<file path="src/rtl/sd_spi_pkg.sv">
// Shared constants and state type for the SD SPI-mode card responder.
package sd_spi_pkg;

  localparam logic [5:0] CMD0  = 6'd0;
  localparam logic [5:0] CMD8  = 6'd8;
  localparam logic [5:0] CMD41 = 6'd41;
  localparam logic [5:0] CMD55 = 6'd55;

  localparam logic [7:0] R1_IDLE    = 8'h01;
  localparam logic [7:0] R1_ILLEGAL = 8'h04;
  localparam logic [7:0] CMD0_CRC   = 8'h95;

  typedef enum logic [2:0] {
    HUNT,
    RX,
    DECODE,
    GAP,
    TX
  } state_t;

endpackage

</file>
<file path="src/rtl/sd_spi_rsp_tx.sv">
// Loadable MSB-first response serializer: idles dout high for gap_bits
// cycles after load, then shifts out 8 or 40 bits. abort returns to idle.
module sd_spi_rsp_tx (
  input  logic        sdclk,
  input  logic        reset,
  input  logic        abort,
  input  logic        load,
  input  logic [39:0] rsp,
  input  logic        len_is_40,
  input  logic [6:0]  gap_bits,
  output logic        dout,
  output logic        busy
);

  logic [39:0] sr;
  logic [6:0]  gap_cnt;
  logic [5:0]  bit_cnt;

  // Gap countdown, then shift; dout is 1 whenever nothing is being sent.
  always_ff @(posedge sdclk or posedge reset) begin
    if (reset) begin
      sr      <= '0;
      gap_cnt <= '0;
      bit_cnt <= '0;
      dout    <= 1'b1;
    end else if (abort) begin
      gap_cnt <= '0;
      bit_cnt <= '0;
      dout    <= 1'b1;
    end else if (load) begin
      sr      <= rsp;
      gap_cnt <= gap_bits;
      bit_cnt <= len_is_40 ? 6'd40 : 6'd8;
      dout    <= 1'b1;
    end else if (gap_cnt != '0) begin
      gap_cnt <= gap_cnt - 7'd1;
      dout    <= 1'b1;
    end else if (bit_cnt != '0) begin
      dout    <= sr[39];
      sr      <= {sr[38:0], 1'b0};
      bit_cnt <= bit_cnt - 6'd1;
    end else begin
      dout    <= 1'b1;
    end
  end

  assign busy = (gap_cnt != '0) || (bit_cnt != '0);

endmodule

</file>
<file path="src/rtl/sd_spi_card_responder.sv">
// Card-side SD SPI-mode responder: receives 48-bit command frames and
// answers CMD0/CMD8/CMD55/ACMD41 with R1/R7 after an Ncr gap.
module sd_spi_card_responder
  import sd_spi_pkg::*;
#(
  parameter int unsigned NCR_BYTES   = 1,
  parameter int unsigned ACMD41_BUSY = 2
) (
  input  logic        sdclk,
  input  logic        reset,
  input  logic        cs,
  input  logic        din,
  output logic        dout,
  output logic        spi_mode,
  output logic        in_idle,
  output logic        init_done,
  output logic        cmd_valid,
  output logic [5:0]  cmd_index,
  output logic [31:0] cmd_arg
);

  localparam logic [6:0] GAP_BITS = 7'(8 * NCR_BYTES);

  state_t      state, state_nx;
  logic [47:0] rx_sr;
  logic [5:0]  rx_cnt;
  logic [6:0]  gap_cnt;
  logic [3:0]  busy_cnt, busy_nx;
  logic        app, app_nx;
  logic        idle_nx, done_nx, len40;
  logic [7:0]  r1;
  logic [39:0] rsp_nx;
  logic        accept, take, tx_busy;

  wire [5:0]  f_idx = rx_sr[45:40];
  wire [31:0] f_arg = rx_sr[39:8];
  wire [7:0]  f_crc = rx_sr[7:0];

  // Framing check; before CMD0 only a correctly-CRC'd CMD0 is honoured.
  assign accept = !rx_sr[47] && rx_sr[46] && rx_sr[0] &&
                  (spi_mode || (f_idx == CMD0 && f_crc == CMD0_CRC));
  assign take   = (state == DECODE) && accept && !cs;

  // Response selection and the flag values that take effect on acceptance.
  always_comb begin
    r1      = '0;
    len40   = 1'b0;
    idle_nx = in_idle;
    done_nx = init_done;
    busy_nx = busy_cnt;
    app_nx  = 1'b0;
    case (f_idx)
      CMD0: begin
        idle_nx = 1'b1;
        done_nx = 1'b0;
        busy_nx = 4'(ACMD41_BUSY);
        r1      = R1_IDLE;
      end
      CMD8: begin
        if (f_arg[11:8] == 4'h1) begin
          r1    = {7'b0, in_idle};
          len40 = 1'b1;
        end else begin
          r1 = R1_ILLEGAL | {7'b0, in_idle};
        end
      end
      CMD55: begin
        app_nx = 1'b1;
        r1     = {7'b0, in_idle};
      end
      CMD41: begin
        if (!app) begin
          r1 = R1_ILLEGAL | {7'b0, in_idle};
        end else if (init_done) begin
          r1 = '0;
        end else if (busy_cnt != '0) begin
          busy_nx = busy_cnt - 4'd1;
          r1      = R1_IDLE;
        end else begin
          idle_nx = 1'b0;
          done_nx = 1'b1;
          r1      = '0;
        end
      end
      default: r1 = R1_ILLEGAL | {7'b0, in_idle};
    endcase
    rsp_nx = len40 ? {r1, 4'h0, 16'h0, f_arg[11:0]} : {r1, 32'h0};
  end

  // Next-state logic; cs high forces HUNT from any state.
  always_comb begin
    state_nx = state;
    if (cs) begin
      state_nx = HUNT;
    end else begin
      case (state)
        HUNT:    if (!din) state_nx = RX;
        RX:      if (rx_cnt == 6'd47) state_nx = DECODE;
        DECODE:  state_nx = accept ? GAP : HUNT;
        GAP:     if (gap_cnt == '0) state_nx = TX;
        TX:      if (!tx_busy) state_nx = HUNT;
        default: state_nx = HUNT;
      endcase
    end
  end

  // State register.
  always_ff @(posedge sdclk or posedge reset) begin
    if (reset) state <= HUNT;
    else       state <= state_nx;
  end

  // Receive shifter and gap tracking; HUNT shifts too so the start bit lands in place.
  always_ff @(posedge sdclk or posedge reset) begin
    if (reset) begin
      rx_sr   <= '1;
      rx_cnt  <= '0;
      gap_cnt <= '0;
    end else begin
      if (state == HUNT || state == RX) rx_sr <= {rx_sr[46:0], din};
      if (state == HUNT)    rx_cnt <= 6'd1;
      else if (state == RX) rx_cnt <= rx_cnt + 6'd1;
      if (state == DECODE)                 gap_cnt <= GAP_BITS - 7'd1;
      else if (state == GAP && gap_cnt != '0) gap_cnt <= gap_cnt - 7'd1;
    end
  end

  // Card flags and command latches, updated only on an accepted frame.
  always_ff @(posedge sdclk or posedge reset) begin
    if (reset) begin
      spi_mode  <= 1'b0;
      in_idle   <= 1'b0;
      init_done <= 1'b0;
      cmd_valid <= 1'b0;
      cmd_index <= '0;
      cmd_arg   <= '0;
      busy_cnt  <= 4'(ACMD41_BUSY);
      app       <= 1'b0;
    end else begin
      cmd_valid <= take;
      if (take) begin
        spi_mode  <= spi_mode | (f_idx == CMD0);
        in_idle   <= idle_nx;
        init_done <= done_nx;
        busy_cnt  <= busy_nx;
        app       <= app_nx;
        cmd_index <= f_idx;
        cmd_arg   <= f_arg;
      end
    end
  end

  sd_spi_rsp_tx u_tx (
    .sdclk     (sdclk),
    .reset     (reset),
    .abort     (cs),
    .load      (take),
    .rsp       (rsp_nx),
    .len_is_40 (len40),
    .gap_bits  (GAP_BITS),
    .dout      (dout),
    .busy      (tx_busy)
  );

endmodule
</file>
<file path="config.mk">
export PLATFORM = sky130hd
export DESIGN_NAME = sd_spi_card_responder
export DESIGN_NICKNAME = d
export VERILOG_FILES = /design/src/rtl/sd_spi_pkg.sv /design/src/rtl/sd_spi_rsp_tx.sv /design/src/rtl/sd_spi_card_responder.sv
export SDC_FILE = /design/constraint.sdc
export NUM_CORES = 1
export LEC_CHECK = 0
export ABC_AREA = 1
export BUFFER_PORTS_ARGS = -buffer_cell sky130_fd_sc_hd__buf_2
export CORE_MARGIN = 2
export CORE_UTILIZATION = 55
export DETAILED_ROUTE_END_ITERATION = 16
export PLACE_DENSITY = 0.82
export SKIP_LAST_GASP = 1
export SLEW_MARGIN = 25
export SYNTH_ARGS = -nofsm -noshare
export SYNTH_HDL_FRONTEND = slang
export SYNTH_SLANG_ARGS = --single-unit
</file>
<file path="constraint.sdc">
create_clock -name sdclk -period 9.4 [get_ports sdclk]
set_input_delay 0.94 -clock sdclk [delete_from_list [all_inputs] [get_ports sdclk]]
set_output_delay 0.94 -clock sdclk [all_outputs]
set_load 0.005 [all_outputs]
</file>
Yosys cells after proc, flatten, opt, wreduce, memory -nomap -nowiden
Index checks and enable logic that the tools add are counted.

Logic and storage cells: 121. Flip-flop bits (word level): 165. Output and inout port bits: 43. Input bits: 4.

Bitwise logic cells: 2. $add $sub $neg: 5. Reductions and logical operators: 31. Eq/ne operators: 20. Multiplexer cells: 47.

Operator list (number): two-way mux 40 bit (3); two-way mux 6 bit (7); two-way mux 7 bit (5); two-way mux 3 bit (7); == test 6 bit (second input constant) (3); two-way mux 1 bit (15); inequality test 3 bit (second input constant) (5); case mux 3 bit (5 select lines) (1); nonzero test 7 bit (2); subtractor 7 x 1 -> 7 bit (second input constant) (2); two-way mux 12 bit (1); two-way mux 4 bit (3); case mux 3 bit (4 select lines) (1); inequality test 2 bit (second input constant) (5); AND reduction 5 bit (2); == test 8 bit (second input constant) (1); case mux 4 bit (2 select lines) (1); nonzero test 2 bit (4); logical AND 1 bit (7); logical NOT 7 bit (1); adder 6 x 1 -> 6 bit (second input constant) (1); == test 3 x 2 -> 1 bit (second input constant) (2); == test 6 x 4 -> 1 bit (second input constant) (1); logical NOT 6 bit (1); other kinds (18) (24).

Depth between registers and ports, before layout
Word-level depth: 8. Mapped depth: 12. Gate-level depth less buffers: 12.

Cells and area by module
From an unflattened synthesis, not the netlist that was laid out.

Cell total of the unflattened synthesis: 1002. Area, all modules: 7971.4 µm².

Modules (own cells, without submodules): sd_spi_card_responder (area each 4868.4 µm², sequential area each 2839.0 µm², instances 1, cells each 567); sd_spi_rsp_tx (area each 3103.0 µm², sequential area each 1352.5 µm², instances 1, cells each 435).

Worst setup path after synthesis
No wires, ideal clock.

Path type: input -> register. Start point: in cs. End point: reg u_tx.sr[8]. Path buffers: 2. Library setup time: 0.069 ns. Data arrival time: 1.716 ns. Setup slack: 7.615 ns. Stages on the path: 6. Data required time: 9.331 ns. Cells stage by stage: clkinv_1 -> nand3_4 -> buf_6 -> buf_6 -> nand3_1 -> nand3_1.

Longest elaborated chain between the ends: 4. Elaborated cells between the ends (all ways): 7. Classes of those cells: eq/ne (1); mux (1); bitwise (1); reduce/logical (4).

RTL lines: start, declared (RTL line sd_spi_card_responder.sv:11) `input logic cs,`; logical NOT 1 bit (RTL line sd_spi_card_responder.sv:42) `assign take = (state == DECODE) && accept && !cs;`; logical AND 1 bit (RTL line sd_spi_card_responder.sv:42); inequality test 2 bit (no line) or nonzero test 2 bit (tied branches); AND reduction 3 bit (no line); end signal, assigned (RTL line sd_spi_rsp_tx.sv:31) `sr <= rsp;`; end signal, assigned (RTL line sd_spi_rsp_tx.sv:40) `sr <= {sr[38:0], 1'b0};`; end, declared (RTL line sd_spi_rsp_tx.sv:15) `logic [39:0] sr;`.

Several ways; a longest one is shown, not always the timed one. A chain may end at the register's enable or synchronous reset.

Worst setup path in the final report
Start point: reg rx_sr[7]. End point: reg init_done.

Longest elaborated chain between the ends: 7.

RTL lines: start, declared (RTL line sd_spi_card_responder.sv:25) `logic [47:0] rx_sr;`; start signal, assigned (RTL line sd_spi_card_responder.sv:120) `if (state == HUNT || state == RX) rx_sr <= {rx_sr[46:0], din};`; == test 8 bit (RTL line sd_spi_card_responder.sv:41) `(spi_mode || (f_idx == CMD0 && f_crc == CMD0_CRC));`; logical AND 1 bit (RTL line sd_spi_card_responder.sv:41); logical OR 1 bit (RTL line sd_spi_card_responder.sv:41); logical AND 1 bit (RTL line sd_spi_card_responder.sv:40) `assign accept = !rx_sr[47] && rx_sr[46] && rx_sr[0] &&`; logical AND 1 bit (2 in series) (RTL line sd_spi_card_responder.sv:42); AND reduction 3 bit (no line); end signal, assigned (RTL line sd_spi_card_responder.sv:144) `init_done <= done_nx;`; end, declared (RTL line sd_spi_card_responder.sv:16) `output logic init_done,`.

Every way passes these cells.

==> flow_metrics.env <==
export IMPL_cts_resized=0
export IMPL_wl_met3_um=641
export IMPL_grt_pass1_wl_um=23650
export IMPL_fin_nets=852
export IMPL_drt_first_iter_violations=507
export IMPL_maxCapViolCount=0
export IMPL_track_usage=0.2067
export IMPL_synthesis_nets=810
export IMPL_dieWidth_um=119.6
export IMPL_critPathMaxFanout=76
export IMPL_synth_area_per_cell_sq_um=9.229
export IMPL_initial_core_util=0.5599
export IMPL_antenna_found_initial=0
export IMPL_power_density_nw_per_um2=302.9
export IMPL_clock_latency_ns=0.43
export IMPL_outcome="completed"
export IMPL_core_area_sq_um=13140
export IMPL_grt_max_degree=117
export IMPL_grt_pass1_vias=5040
export IMPL_ys_ff_latch=165
export IMPL_layout_drive_gt1_share=0.2207
export IMPL_cp_slowest_stage_delay_ns=0.77
export IMPL_numPortBuffers=46
export IMPL_hp_class="reg -> reg"
export IMPL_setup_violations=0
export IMPL_max_freq_mhz=327.6
export IMPL_yosys_top_cells_count="nand2_1, dfrtp_1, inv_1"
export IMPL_p_leak_uw=0.004251
export IMPL_row_count=42
export IMPL_gp_congestion=0.8487
export IMPL_slew_violations=0
export IMPL_synthArstFlopShare=1.000
export IMPL_htree_num_levels=4
export IMPL_synth_distinct_cells=37
export IMPL_cts_buffers=17
export IMPL_cts_tree="yes"
export IMPL_slowest_stage="inv_2"
export IMPL_nFillCells=1099
export IMPL_syn2layout_area_growth_pct=11.14
export IMPL_dr_pass1_iters=5
export IMPL_post_cts_setup_buffers=0
export IMPL_num_io_pins=47
export IMPL_worst_pin_slew_ns=0.8845
export IMPL_irDropWorstVdd_mv=0.1789
export IMPL_crit_top_cell="nand2_1"
export IMPL_tns_ns=0
export IMPL_cp_end_kind="register"
export IMPL_period_share=0.3247
export IMPL_clock_sinks=165
export IMPL_synth_top_area_frac=0.3912
export IMPL_crit_chain="nand2_1, inv_1, nand2_1, nor2_1, nand2_2, nand2_4, nand3_4, inv_2, nand2_1, o21ai_0"
export IMPL_slew_headroom=0.4103
export IMPL_hold_violations=0
export IMPL_hpwl_um=8721
export IMPL_ant_nets=0
export IMPL_ys_seq_area_frac=0.5698
export IMPL_skew_ns=0.01128
export IMPL_min_period_ns=3.052
export IMPL_max_clock_path_buffers=2
export IMPL_num_vias=5306
export IMPL_synth_edf_count=0
export IMPL_wirelength_um=13780
export IMPL_viasPerCell=5.161
export IMPL_clkSlewWorstSetupHoldPaths_ns=0.07
export IMPL_reg2reg_slack_ns=6.35
export IMPL_wl_met2_um=6534
export IMPL_critPathArrivalTime_ns=3.40
export IMPL_die_height_um=119.6
export IMPL_synth_area_top_cells="dfrtp_1, dfstp_2, nand2_1"
export IMPL_synth_cell_area_sq_um=7356
export IMPL_worstSetupStartpointType="register"
export IMPL_drc=0
export IMPL_wl_met1_um=6395
export IMPL_syn_inst=797
export IMPL_synth_area_leader_cell="dfrtp_1"
export IMPL_synth_flop_cell="dfrtp_1"
export IMPL_top_layer="met4"
export IMPL_wire_per_inst_um=13.40
export IMPL_grt_ovfl_total=0
export IMPL_cts_root_buffer="clkbuf_16"
export IMPL_crit_required_ns=9.74
export IMPL_setup_worst_path_class="reg -> reg"
export IMPL_rsz0062_at_grt="false"
export IMPL_synth_most_common_cell="nand2_1"
export IMPL_hold_buffers=0
export IMPL_finalPower_uw=2476
export IMPL_ys_warn_count=0
export IMPL_antenna_cells=0
export IMPL_die_area_sq_um=14310
-- worst max-delay path, delay by kind of cell (launching register included) --
family / cells / cell delay [ns]
buf+inv: 2 / 0.81
compound gates: 1 / 0.21
flops: 1 / 0.56
simple gates: 7 / 1.35
-- worst paths after layout --
path	startpoint	end	depth (start not counted)
worst max-delay path	rx_sr[7]	init_done	10
worst min-delay path	u_tx.sr[39]	u_tx.dout	2
worst max register to register	rx_sr[7]	init_done	10
worst min register to register	u_tx.sr[39]	u_tx.dout	2
max in group asynchronous	reset	u_tx.sr[28]	3
min in group asynchronous	reset	cmd_arg[28]	2
-- area by class of cell --
cell class / count / area [sq um] / area share
Inverter: 69 / 269.0 / 0.03290
Sequential cell: 165 / 4192 / 0.5127
Clock buffer: 20 / 446.7 / 0.05464
Clock inverter: 12 / 97.59 / 0.01194
Timing Repair Buffer: 48 / 245.2 / 0.03000
Multi-Input combinational cell: 538 / 2705 / 0.3309
Tap cell: 176 / 220.2 / 0.02694
-- flip-flops by register name, summed over array words and instances, names as in the netlist, 6 cells and up --
signal,flops
cmd_arg,32
gap_cnt,7
u_tx.sr,40
cmd_index,6
u_tx.bit_cnt,6
u_tx.gap_cnt,7
rx_cnt,6
rx_sr,48
-- cells by family (layout without fill, tap and decap cells) --
group,Yosys count,in the layout,share of synthesized area
compound gates,70,70,0.05120
simple gates,422,422,0.2460
mux,31,31,0.04746
xor+xnor,6,6,0.007144
fa+ha+maj,9,9,0.01531
flops,165,165,0.5698
buf+inv,94,149,0.06311
-- per-layer routing --
layer | GRT usage | up-vias
li1 | - | 2617
met1 | 0.2785 | 2556
met2 | 0.3236 | 114
met3 | 0.06226 | 19
met4 | 0.06544 | 0
met5 | 0 | -
-- per-stage QoR --
stage / area (sq um) / hold WS [ns] / util / worst slack (ns) / std cells
floorplan: 7356 / 0.4197 / - / 4.081 / 797
global route: 8175 / 0.4754 / 0.6223 / 6.113 / 1028
global placement: 7624 / 0.4392 / 0.5803 / 6.224 / 996
detailed placement: 7624 / 0.4381 / 0.5803 / 6.105 / 996
CTS: 8168 / 0.4555 / 0.6217 / 6.360 / 1028
finish: 8175 / 0.4511 / 0.6223 / 6.348 / 1028
-- layout by cell type (no fill, tap or decap), types with 2 or more instances in the layout --
cell type   instances
a211oi_1            2
a21oi_1             8
buf_2              46
buf_4               2
clkbuf_1            2
clkbuf_16          17
clkinv_2            2
clkinv_4            3
clkinvlp_4          2
dfrtp_1           115
dfstp_2            50
ha_1                9
inv_1              60
inv_2               6
inv_6               4
inv_8               2
mux2_1              2
mux2_2             29
nand2_1           299
nand2_2             4
nand2_4             4
nand3_1            32
nand3_4             2
nand3b_1            2
nand4_1            16
nor2_1             42
nor2_2              5
nor2_4              5
nor3_1              8
o211ai_1            2
o21ai_0            36
o21ai_1            15
o31ai_1             5
xnor2_1             2
xor2_1              4
-- power breakdown --
group / switching [uW] / internal [uW] / total (uW)
clock: 295 / 350 / 644
combinational: 438 / 292 / 729
sequential: 132 / 971 / 1100
No activity file was read; power rests on OpenSTA's default activity.
